`src/rtl/id_ex_stage.sv`:
```
// ID/EX pipeline register: captures one decoded instruction per cycle, forwards
// EX/MEM and MEM/WB results into the ALU operands and detects load-use hazards.
module id_ex_stage #(
    parameter int unsigned XLEN   = 32,
    parameter logic [3:0]  NOP_OP = 4'b0000
) (
    input  logic            clk,
    input  logic            reset,
    input  logic            id_valid,
    input  logic [XLEN-1:0] id_pc,
    input  logic [XLEN-1:0] id_rs1_val,
    input  logic [XLEN-1:0] id_rs2_val,
    input  logic [4:0]      id_rs1,
    input  logic [4:0]      id_rs2,
    input  logic [4:0]      id_rd,
    input  logic            id_use_rs1,
    input  logic            id_use_rs2,
    input  logic [XLEN-1:0] id_imm,
    input  logic [3:0]      id_alu_op,
    input  logic            id_sel_a,
    input  logic            id_sel_b,
    input  logic            id_reg_write,
    input  logic            id_mem_read,
    input  logic            id_mem_write,
    input  logic [4:0]      exmem_rd,
    input  logic            exmem_reg_write,
    input  logic [XLEN-1:0] exmem_result,
    input  logic [4:0]      memwb_rd,
    input  logic            memwb_reg_write,
    input  logic [XLEN-1:0] memwb_result,
    input  logic            flush,
    input  logic            hold,
    output logic            stall_out,
    output logic [XLEN-1:0] alu_a,
    output logic [XLEN-1:0] alu_b,
    output logic [3:0]      alu_op,
    output logic [XLEN-1:0] ex_store_data,
    output logic            ex_valid,
    output logic [4:0]      ex_rd,
    output logic            ex_reg_write,
    output logic            ex_mem_read,
    output logic            ex_mem_write
);

    typedef struct packed {
        logic            valid;
        logic [XLEN-1:0] pc;
        logic [XLEN-1:0] rs1_val;
        logic [XLEN-1:0] rs2_val;
        logic [XLEN-1:0] imm;
        logic [4:0]      rs1;
        logic [4:0]      rs2;
        logic [4:0]      rd;
        logic            use_rs1;
        logic            use_rs2;
        logic [3:0]      op;
        logic            sel_a;
        logic            sel_b;
        logic            reg_write;
        logic            mem_read;
        logic            mem_write;
    } ex_t;

    ex_t             ex_q, ex_d, bubble_c, load_c;
    logic            lu_c;
    logic [XLEN-1:0] fwd_rs1_c, fwd_rs2_c;

    // Load in EX whose destination is read by the instruction in ID.
    assign lu_c = ex_q.valid & ex_q.mem_read & (ex_q.rd != 5'd0) & id_valid &
                  ((id_use_rs1 & (id_rs1 == ex_q.rd)) |
                   (id_use_rs2 & (id_rs2 == ex_q.rd)));

    assign stall_out = (lu_c | hold) & ~flush;

    always_comb begin
        bubble_c    = '0;
        bubble_c.op = NOP_OP;

        load_c           = '0;
        load_c.valid     = id_valid;
        load_c.pc        = id_pc;
        load_c.rs1_val   = id_rs1_val;
        load_c.rs2_val   = id_rs2_val;
        load_c.imm       = id_imm;
        load_c.rs1       = id_rs1;
        load_c.rs2       = id_rs2;
        load_c.rd        = id_rd;
        load_c.use_rs1   = id_use_rs1;
        load_c.use_rs2   = id_use_rs2;
        load_c.op        = id_alu_op;
        load_c.sel_a     = id_sel_a;
        load_c.sel_b     = id_sel_b;
        load_c.reg_write = id_reg_write & id_valid;
        load_c.mem_read  = id_mem_read  & id_valid;
        load_c.mem_write = id_mem_write & id_valid;

        ex_d = ex_q;
        if (flush) begin
            ex_d = bubble_c;
        end else if (hold) begin
            ex_d = ex_q;
        end else if (lu_c) begin
            ex_d = bubble_c;
        end else begin
            ex_d = load_c;
        end
    end

    always_ff @(posedge clk) begin
        if (reset) begin
            ex_q <= bubble_c;
        end else begin
            ex_q <= ex_d;
        end
    end

    // EX/MEM wins over MEM/WB; x0 and unused source registers never forward.
    always_comb begin
        fwd_rs1_c = ex_q.rs1_val;
        if (ex_q.use_rs1 && exmem_reg_write && (exmem_rd != 5'd0) && (exmem_rd == ex_q.rs1)) begin
            fwd_rs1_c = exmem_result;
        end else if (ex_q.use_rs1 && memwb_reg_write && (memwb_rd != 5'd0) && (memwb_rd == ex_q.rs1)) begin
            fwd_rs1_c = memwb_result;
        end

        fwd_rs2_c = ex_q.rs2_val;
        if (ex_q.use_rs2 && exmem_reg_write && (exmem_rd != 5'd0) && (exmem_rd == ex_q.rs2)) begin
            fwd_rs2_c = exmem_result;
        end else if (ex_q.use_rs2 && memwb_reg_write && (memwb_rd != 5'd0) && (memwb_rd == ex_q.rs2)) begin
            fwd_rs2_c = memwb_result;
        end
    end

    assign alu_a         = ex_q.sel_a ? ex_q.pc  : fwd_rs1_c;
    assign alu_b         = ex_q.sel_b ? ex_q.imm : fwd_rs2_c;
    assign ex_store_data = fwd_rs2_c;
    assign alu_op        = ex_q.op;
    assign ex_valid      = ex_q.valid;
    assign ex_rd         = ex_q.rd;
    assign ex_reg_write  = ex_q.reg_write;
    assign ex_mem_read   = ex_q.mem_read;
    assign ex_mem_write  = ex_q.mem_write;

endmodule

```
`config.mk`:
```
export PLATFORM = sky130hd
export DESIGN_NAME = id_ex_stage
export DESIGN_NICKNAME = d
export VERILOG_FILES = /design/src/rtl/id_ex_stage.sv
export SDC_FILE = /design/constraint.sdc
export NUM_CORES = 1
export LEC_CHECK = 0
export ABC_AREA = 1
export BUFFER_PORTS_ARGS = -buffer_cell sky130_fd_sc_hd__clkbuf_2
export CAP_MARGIN = 30
export CORE_UTILIZATION = 39
export CTS_CLUSTER_DIAMETER = 100
export DETAILED_ROUTE_END_ITERATION = 16
export PLACE_DENSITY = 0.65
export SLEW_MARGIN = 20
export SYNTH_ARGS = -nofsm -noshare
export SYNTH_HDL_FRONTEND = slang
export SYNTH_SLANG_ARGS = --single-unit
```
`constraint.sdc`:
```
create_clock -name clk -period 1.9 [get_ports clk]
set_clock_uncertainty 0.15 [all_clocks]
set_input_delay 0.19 -clock clk [delete_from_list [all_inputs] [get_ports clk]]
set_output_delay 0.19 -clock clk [all_outputs]
set_load 0.02 [all_outputs]
```
---- Word level (Yosys, flattened, before mapping) ----
Cells that the tools add are included.
storage, ports and cells
  memory bits (read-only) ................. 0
  logic and storage cells ................. 58
  latch bits .............................. 0
  memory bits (writable) .................. 0
  output and inout port bits .............. 110
  bits of input ports ..................... 235
  bits in registers ....................... 155
  memories kept ........................... 0
operators by class
  $add $sub $neg .......................... 0
  div/mod/pow operators ................... 0
  reductions and logical operators ........ 16
  $lt $le $gt $ge ......................... 0
  equal/unequal tests ..................... 6
  shifts and indexed selects .............. 0
  multipliers ............................. 0
  multiplexer cells ....................... 7
  bitwise operators ....................... 13
operator list
  operator             number
  $mux W32             6
  $mux W155            1
  $eq A5 B5 Y1         6
  $reduce_bool A5 Y1   3
  $logic_and A1 B1 Y1  12
  $and A1 B1 Y1        10
  $or A1 B1 Y1         2
  $reduce_or A2 Y1     1
  $not A1 Y1           1

---- Logic depth before layout (Yosys ltp) ----
Gate-level depths: netlist of the first run.
  word-level depth ........................ 6
  depth in mapped cells ................... 12
  depth with buffers taken out ............ 11

---- Worst setup path before layout of the first run ----
Ideal clock, no wire load.
  path type ............................... register to output
  from .................................... register ex_q, in the netlist ex_rd[4]
  to ...................................... output stall_out
  stages on the path, launching flop included .. 10
  data required time ...................... 1.560 ns
  arrival time ............................ 1.322 ns
  setup slack ............................. 0.238 ns
  path through ............................ dfxtp_1 -> inv_1 -> nand2_1 -> nand2_1 -> nor2_1 -> nand3_1 -> nand2_1 -> nand2_2 -> buf_2 -> a21oi_1
between the ends
  word-level cells in the longest chain between the ends .. 6
ends and longest elaborated chain
  what                                                  line        text
  from (decl)                                           64          ex_t ex_q, ex_d, bubble_c, load_c;
  from (signal assigned)                                111         ex_q <= bubble_c;
  $eq A5 B5 Y1, or another cell as far along            70          ((id_use_rs1 & (id_rs1 == ex_q.rd)) |
  $and A1 B1 Y1 (on tied branches)                      70, 69, 71
  $or A1 B1 Y1 / $and A1 B1 Y1 (equally long branches)  70, 69
  $and A1 B1 Y1 (*)                                     69          assign lu_c = ex_q.valid & ex_q.mem_read & (ex_q.rd != 5'd0) & id_valid &
  $or A1 B1 Y1 (*)                                      73          assign stall_out = (lu_c | hold) & ~flush;
  $and A1 B1 Y1 (*)                                     73
  to (decl)                                             33          output logic stall_out,
Mark *: on every way between the ends. The rest lies on a longest branch, timed or not.

---- Final worst setup path of the first run ----
  from .................................... register ex_q[23] (netlist name)
  to ...................................... output alu_a[21]
between the ends
  word-level cells in the longest chain between the ends .. 5
ends and longest elaborated chain
  what                 line  text
  $eq A5 B5 Y1         122   end else if (ex_q.use_rs1 && memwb_reg_write && (memwb_rd != 5'd0) && (memwb_rd == ex_q.rs1)) begin
  $logic_and A1 B1 Y1  122
  $mux W32             122
  $mux W32 (*)         120   if (ex_q.use_rs1 && exmem_reg_write && (exmem_rd != 5'd0) && (exmem_rd == ex_q.rs1)) begin
  $mux W32 (*)         134   assign alu_a = ex_q.sel_a ? ex_q.pc : fwd_rs1_c;
  to (decl)            34    output logic [XLEN-1:0] alu_a,
Marks and branches as above.

==> results of run 1 <==
-- logic make-up (layout without fill, tap and decap cells) --
logic type	after synthesis	count (layout)
AND/OR/NAND/NOR	932	932
buffers and inverters	229	722
AO/OA/AOI/OAI	162	162
flip-flops	155	155
XOR/XNOR	2	2
other	0	4
-- path summary, 6_finish.rpt --
check	from	to	slack, ps	depth (start not counted)
max	ex_q[23]	alu_a[21]	-540	13
max reg2reg	ex_rd[0]	ex_q[153]	110	11
min reg2reg	ex_q[153]	ex_q[153]	320	2
min	id_valid	ex_mem_read	30	5
-- metal layers --
layer,vias to the layer above,routed length (um),part of all wire
met4,2,1540,0.036
met2,692,20700,0.49
li1,5758,-,-
met5,-,10,0.00023
met3,131,3500,0.082
met1,5731,16900,0.40
-- per-stage QoR --
stage / setup TNS (ps) / setup WS (ps)
after floorplan: 0 / 238
after global placement: -5670 / -130
after detailed placement: -7960 / -153
after CTS: -47660 / -546
after global routing: -55910 / -640
final: -46780 / -543
-- repair_timing --
item                                    CTS  global route
resized for setup                       138           396
hold buffers                            155             0
cloned                                    7            12
endpoints found under the setup margin   97           100
buffers inserted                          6            10
pin swaps                                19            49
hold endpoints to repair                155             0
-- power breakdown --
group          switching (uW)  total [uW]  internal (uW)
sequential               69.9        3420           3350
combinational             931        1780            853
clock                    1560        3290           1740
-- critical path, stage by stage (launching register included) --
cell,delay (ps)
dfxtp_4,370
inv_2,40
buf_6,110
nand2_4,40
o211ai_1,120
nor2_4,190
buf_12,140
clkbuf_16,170
nand3_1,80
nand2_1,70
inv_1,40
nand2_2,110
nand2_4,70
buf_8,130
-- registers in the layout, summed over array words and instances, names as in the netlist --
| name | flops |
|---|---|
| ex_rd | 5 |
| ex_q | 142 |
| ex_mem_read | 1 |
| alu_op | 4 |
| ex_mem_write | 1 |
| ex_reg_write | 1 |
| ex_valid | 1 |
-- final cells by class --
cell class	count	area [um^2]
fillers	1922	7260
flip-flops and latches	155	3140
clock buffers	18	439
inverters	105	417
clock inverters	14	111
well taps	313	392
multi-input cells	1096	5800
diodes	4	10.0
repair buffers	585	5210
-- placed cells by master (no fill, tap or decap), types with 2 or more instances in the layout --
master and n:
inv_1 92, clkinv_4 3, buf_8 12, clkinv_2 3, nand2_1 428, nor2_2 2
nand3_2 68, dlygate4sd3_1 155, nand3_1 286, buf_16 7, nor2_4 6, and2_4 29
inv_2 8, clkbuf_16 27, xnor2_1 2, clkbuf_8 23, diode_2 4, nor2_1 10
inv_6 6, a21oi_1 155, nand2_2 57, buf_6 64, nand4_1 5, inv_4 2
dfxtp_2 12, buf_4 37, buf_12 23, and2_1 3, clkinvlp_4 2, dfxtp_4 5
nand2_4 34, clkbuf_2 249, buf_2 6, o211ai_1 2, dfxtp_1 138, a21oi_2 3
==> flow_metrics.env, run 1 <==
export IMPL_synth_cells=1480
export IMPL_crit_path_start_kind="register"
export IMPL_routed_wl_um=42600
export IMPL_yosysTopAreaCell="dfxtp_1"
export IMPL_slew_viol_final=0
export IMPL_grt_pass1_wl_um=60600
export IMPL_die_area_um2=24000
export IMPL_syn_cell_area_um2=9110
export IMPL_peakVddDrop_uv=428
export IMPL_grt_pass1_vias=11400
export IMPL_outcome="finished, violations left"
export IMPL_end_kind="output port"
export IMPL_grtUsageMet1=0.412
export IMPL_grt_util_met2=0.549
export IMPL_grt_use_met3=0.0549
export IMPL_gp_routability_congestion=0.941
export IMPL_hold_path_class="input pin to register"
export IMPL_grt_start_max_net_pins=156
export IMPL_wl_per_cell_um=18.6
export IMPL_max_freq_ghz=0.409
export IMPL_instances_no_fill=2290
export IMPL_synthArstFlopShare=0
export IMPL_drtAntennaViolNets=0
export IMPL_ys_ff_latch=155
export IMPL_syn_mean_instance_area_um2=6.16
export IMPL_syn_to_final_growth_pct=70.3
export IMPL_worstPathArrival_ps=2100
export IMPL_ys_seq_area_frac=0.341
export IMPL_busiest_layer="met2"
export IMPL_via_per_inst=5.38
export IMPL_hold_viol=0
export IMPL_synth_mux_area_fraction=0
export IMPL_grt_antenna_before_repair=5
export IMPL_cts_buffer_depth=2
export IMPL_power_leakage_uw=0.00759
export IMPL_top_level_ports=345
export IMPL_fin_nets=2195
export IMPL_dp_cells=2064
export IMPL_synth_flop_cell="dfxtp_1"
export IMPL_rsz0062_at_grt="true"
export IMPL_cts_sinks=155
export IMPL_cap_viol_max_count=0
export IMPL_rows=55
export IMPL_fp_dieW_um=155
export IMPL_dr_first_iter_drc_count=1364
export IMPL_synth_top_family_by_area="simple AND/OR/NAND/NOR gates"
export IMPL_yosysMostFrequentCell="nand2_1"
export IMPL_p_total_uw=8500
export IMPL_vias=12300
export IMPL_cts_tree="built"
export IMPL_die_height_um=155
export IMPL_whs_ps=28.6
export IMPL_slew_limit_headroom=0.535
export IMPL_synth_edf_count=0
export IMPL_synthAdderAreaFrac=0
export IMPL_synthXorXnorAreaFrac=0.00192
export IMPL_clock_latency_ps=430
export IMPL_violations="negative setup slack"
export IMPL_synth_common_cells="516 x nand2_1, 355 x nand3_1, 159 x a21oi_1, 155 x dfxtp_1, 98 x inv_1"
export IMPL_cts_root_buf="clkbuf_16"
export IMPL_io_buffers=344
export IMPL_setup_violations=97
export IMPL_drtPass1Iterations=6
export IMPL_numCtsBuffers=17
export IMPL_grt_usage=0.325
export IMPL_synth_simple_area_share=0.448
export IMPL_postPlaceCellArea_um2=11200
export IMPL_synth_compound_area_frac=0.0895
export IMPL_synthTopCellsByArea="dfxtp_1 34%, nand2_1 21%, nand3_1 20%, a21oi_1 8.7%, inv_1 4.0%"
export IMPL_setup_ws_ps=-543
export IMPL_syn_nets=1715
export IMPL_drive_gt1_frac=0.352
export IMPL_fin_util=0.681
export IMPL_grt_remaining_overflow=0
export IMPL_finalCritPeriodShare=1.29
export IMPL_cts_max_level=4
export IMPL_fin_crit_ps=2440
export IMPL_post_synth_num_cell_types=23
export IMPL_place_hpwl_um=26300
export IMPL_yosys_warnings=0
export IMPL_critPathMaxFanout=8
export IMPL_drc=0
export IMPL_start_util=0.400
export IMPL_coreArea_um2=22800
export IMPL_worst_endpoint_required_ps=1560
export IMPL_yosys_area_top_type_share=0.341
export IMPL_critPathKind="register to output port"
export IMPL_clkTransAtPathRegs_ps=70
export IMPL_tightest_slew_ps=697
export IMPL_finalInstanceArea_um2=15500
export IMPL_power_density_nw_per_um2=548
No activity file was read; power rests on OpenSTA's default activity.
==> inputs of run 2 (changes only) <==
PLACE_DENSITY = 0.67   (was 0.65)
clock period = 2 ns   (was 1.9 ns; I/O delays follow)
==> run 2 against run 1 <==
The run still ends with negative setup slack left. Flip-flop and latch count did not move. Cell area rose by 5.4%. Clock power fell by 6.7%. Combinational power barely moved. Die area did not move. Wire length rose by 6.7%. Sequential share of layout area fell by 0.95 points. Clock-buffer cell count rose by 4. Sequential power fell by 5%. Critical endpoint is now alu_b[8]. Largest cell class unchanged.
==> flow_metrics.env, run 2 (synthesized netlist as in run 1, its figures left out) <==
export IMPL_reg2reg_depth=9
export IMPL_grt_start_max_net_pins=156
export IMPL_cap_viol_max_count=0
export IMPL_critPathMaxFanout=8
export IMPL_power_density_nw_per_um2=494
export IMPL_cts_sinks=155
export IMPL_worst_endpoint_required_ps=1650
export IMPL_rsz0062_at_grt="true"
export IMPL_setup_ws_ps=-478
export IMPL_routed_wl_um=45500
export IMPL_clkPwrFrac=0.379
export IMPL_final_cell_mix="360 x nand2_1, 246 x clkbuf_2, 233 x nand3_1, 155 x a21oi_1, 155 x dlygate4sd3_1"
export IMPL_pwr_share_comb=0.218
export IMPL_cts_max_level=4
export IMPL_worstPathArrival_ps=2130
export IMPL_vias=12500
export IMPL_fin_crit_ps=2480
export IMPL_crit_path_start_kind="register"
export IMPL_seqPwrFrac=0.403
export IMPL_p_int_uw=5670
export IMPL_die_area_um2=24000
export IMPL_dr_first_iter_drc_count=1369
export IMPL_n_fill_cell=1718
export IMPL_grt_remaining_overflow=0
export IMPL_grt_usage=0.324
export IMPL_switchingPower_uw=2410
export IMPL_cts_tree="built"
export IMPL_start_util=0.400
export IMPL_setup_violations=97
export IMPL_hold_path_class="input pin to register"
export IMPL_slew_limit_headroom=0.473
export IMPL_grt_antenna_before_repair=8
export IMPL_coreArea_um2=22800
export IMPL_drc=0
export IMPL_outcome="finished, violations left"
export IMPL_hold_viol=0
export IMPL_clock_latency_ps=440
export IMPL_drtPass1Iterations=8
export IMPL_clkTransAtPathRegs_ps=70
export IMPL_tightest_slew_ps=791
export IMPL_drtAntennaViolNets=0
export IMPL_syn_to_final_growth_pct=79.5
export IMPL_fp_dieW_um=155
export IMPL_fin_nets=2187
export IMPL_critPathKind="register to output port"
export IMPL_drive_gt1_frac=0.415
export IMPL_fin_util=0.718
export IMPL_via_per_inst=5.49
export IMPL_violations="negative setup slack"
export IMPL_numCtsBuffers=17
export IMPL_io_buffers=344
export IMPL_rows=55
export IMPL_swShare=0.299
export IMPL_cts_root_buf="clkbuf_16"
export IMPL_end_kind="output port"
export IMPL_wl_per_cell_um=19.9
export IMPL_die_height_um=155
export IMPL_final_common_cell="nand2_1"
export IMPL_gp_routability_congestion=0.918
export IMPL_slew_viol_final=0
export IMPL_peakVddDrop_uv=510
export IMPL_largest_register="ex_q"
export IMPL_whs_ps=88.6
export IMPL_power_leakage_uw=0.00760
export IMPL_cts_buffer_depth=2
export IMPL_min_path_cells=4
export IMPL_grt_pass1_vias=11400
export IMPL_grt_pass1_wl_um=60600
export IMPL_max_freq_ghz=0.404
export IMPL_finalCritPeriodShare=1.24
export IMPL_largest_reg_flops=142
export IMPL_top_level_ports=345
export IMPL_place_hpwl_um=26100
## run 2: cell types whose count changed in the layout (fill, tap and decap cells not counted), moves of 6 or more
cell | before | now
buf_16 | 7 | 1
clkbuf_16 | 27 | 33
nand2_2 | 57 | 100
nand3_1 | 286 | 233
buf_4 | 37 | 23
nand2_4 | 34 | 57
buf_6 | 64 | 57
nand3_2 | 68 | 96
nand2_1 | 428 | 360
dfxtp_2 | 12 | 6
buf_8 | 12 | 37
nand3_4 | 1 | 26
clkbuf_8 | 23 | 14
dfxtp_4 | 5 | 11
## run 2: metal layers
metal,routed length (um),vias up,track usage
met3,4160,185,0.0717
met2,21400,766,0.537
met5,13,-,0
met1,17700,5839,0.400
li1,-,5754,-
met4,2260,2,0.150
## run 2: worst paths after layout
check                               from        end  slack (ps)
worst max-delay path            ex_q[18]   alu_b[8]        -480
worst min-delay path                hold  ex_q[148]          90
worst max register to register  ex_rd[4]   ex_q[90]         150
worst min register to register  ex_q[49]   ex_q[49]         310
## run 2: cell type report
type,count,area [um^2],area share
Clock inverter,9,66.3,0.00405
Inverter,105,409,0.0250
Tap cell,313,392,0.0239
Multi-Input combinational cell,1096,6580,0.402
Clock buffer,22,464,0.0284
Sequential cell,155,3150,0.193
Antenna cell,8,20.0,0.00122
Timing Repair Buffer,577,5270,0.322
## run 2: through the flow
step / cell area, um^2 / std cells / setup TNS, ps / total power [uW] / setup slack, ps
after detailed placement: 11100 / 2052 / -348 / 4460 / -51.9
after floorplan: 9110 / 1480 / 0 / 3910 / 328
final: 16400 / 2285 / -38850 / 8080 / -478
after CTS: 13800 / 2241 / -35300 / 7790 / -417
after global routing: 16300 / 2282 / -47120 / 8340 / -613
after global placement: 11100 / 2052 / -469 / 4460 / -62.6
## run 2: power by group through the flow
stage	clock network [uW]	registers [uW]	logic, uW
2_1_floorplan	0	3300	617
3_3_place_gp	0	3310	1150
3_5_place_dp	0	3310	1150
4_1_cts	3070	3240	1470
5_1_grt	3210	3270	1860
6_report	3070	3260	1760
## run 2: worst max-delay path: stages (launching register included)
cell and delay [ps]:
dfxtp_4 360, xnor2_2 140, nand2_2 100, nor2_4 230, buf_12 160, clkbuf_16 180
nand3_1 110, nand3_2 110, nand3_1 70, nand2_1 100, clkbuf_8 140
## run 2: repair_timing
action	4_1_cts	5_1_grt
pin swaps	18	127
hold endpoints to repair	155	0
hold buffers	155	0
setup buffers	2	17
resized for setup	162	584
setup endpoints to repair	97	124
gates cloned	1	21
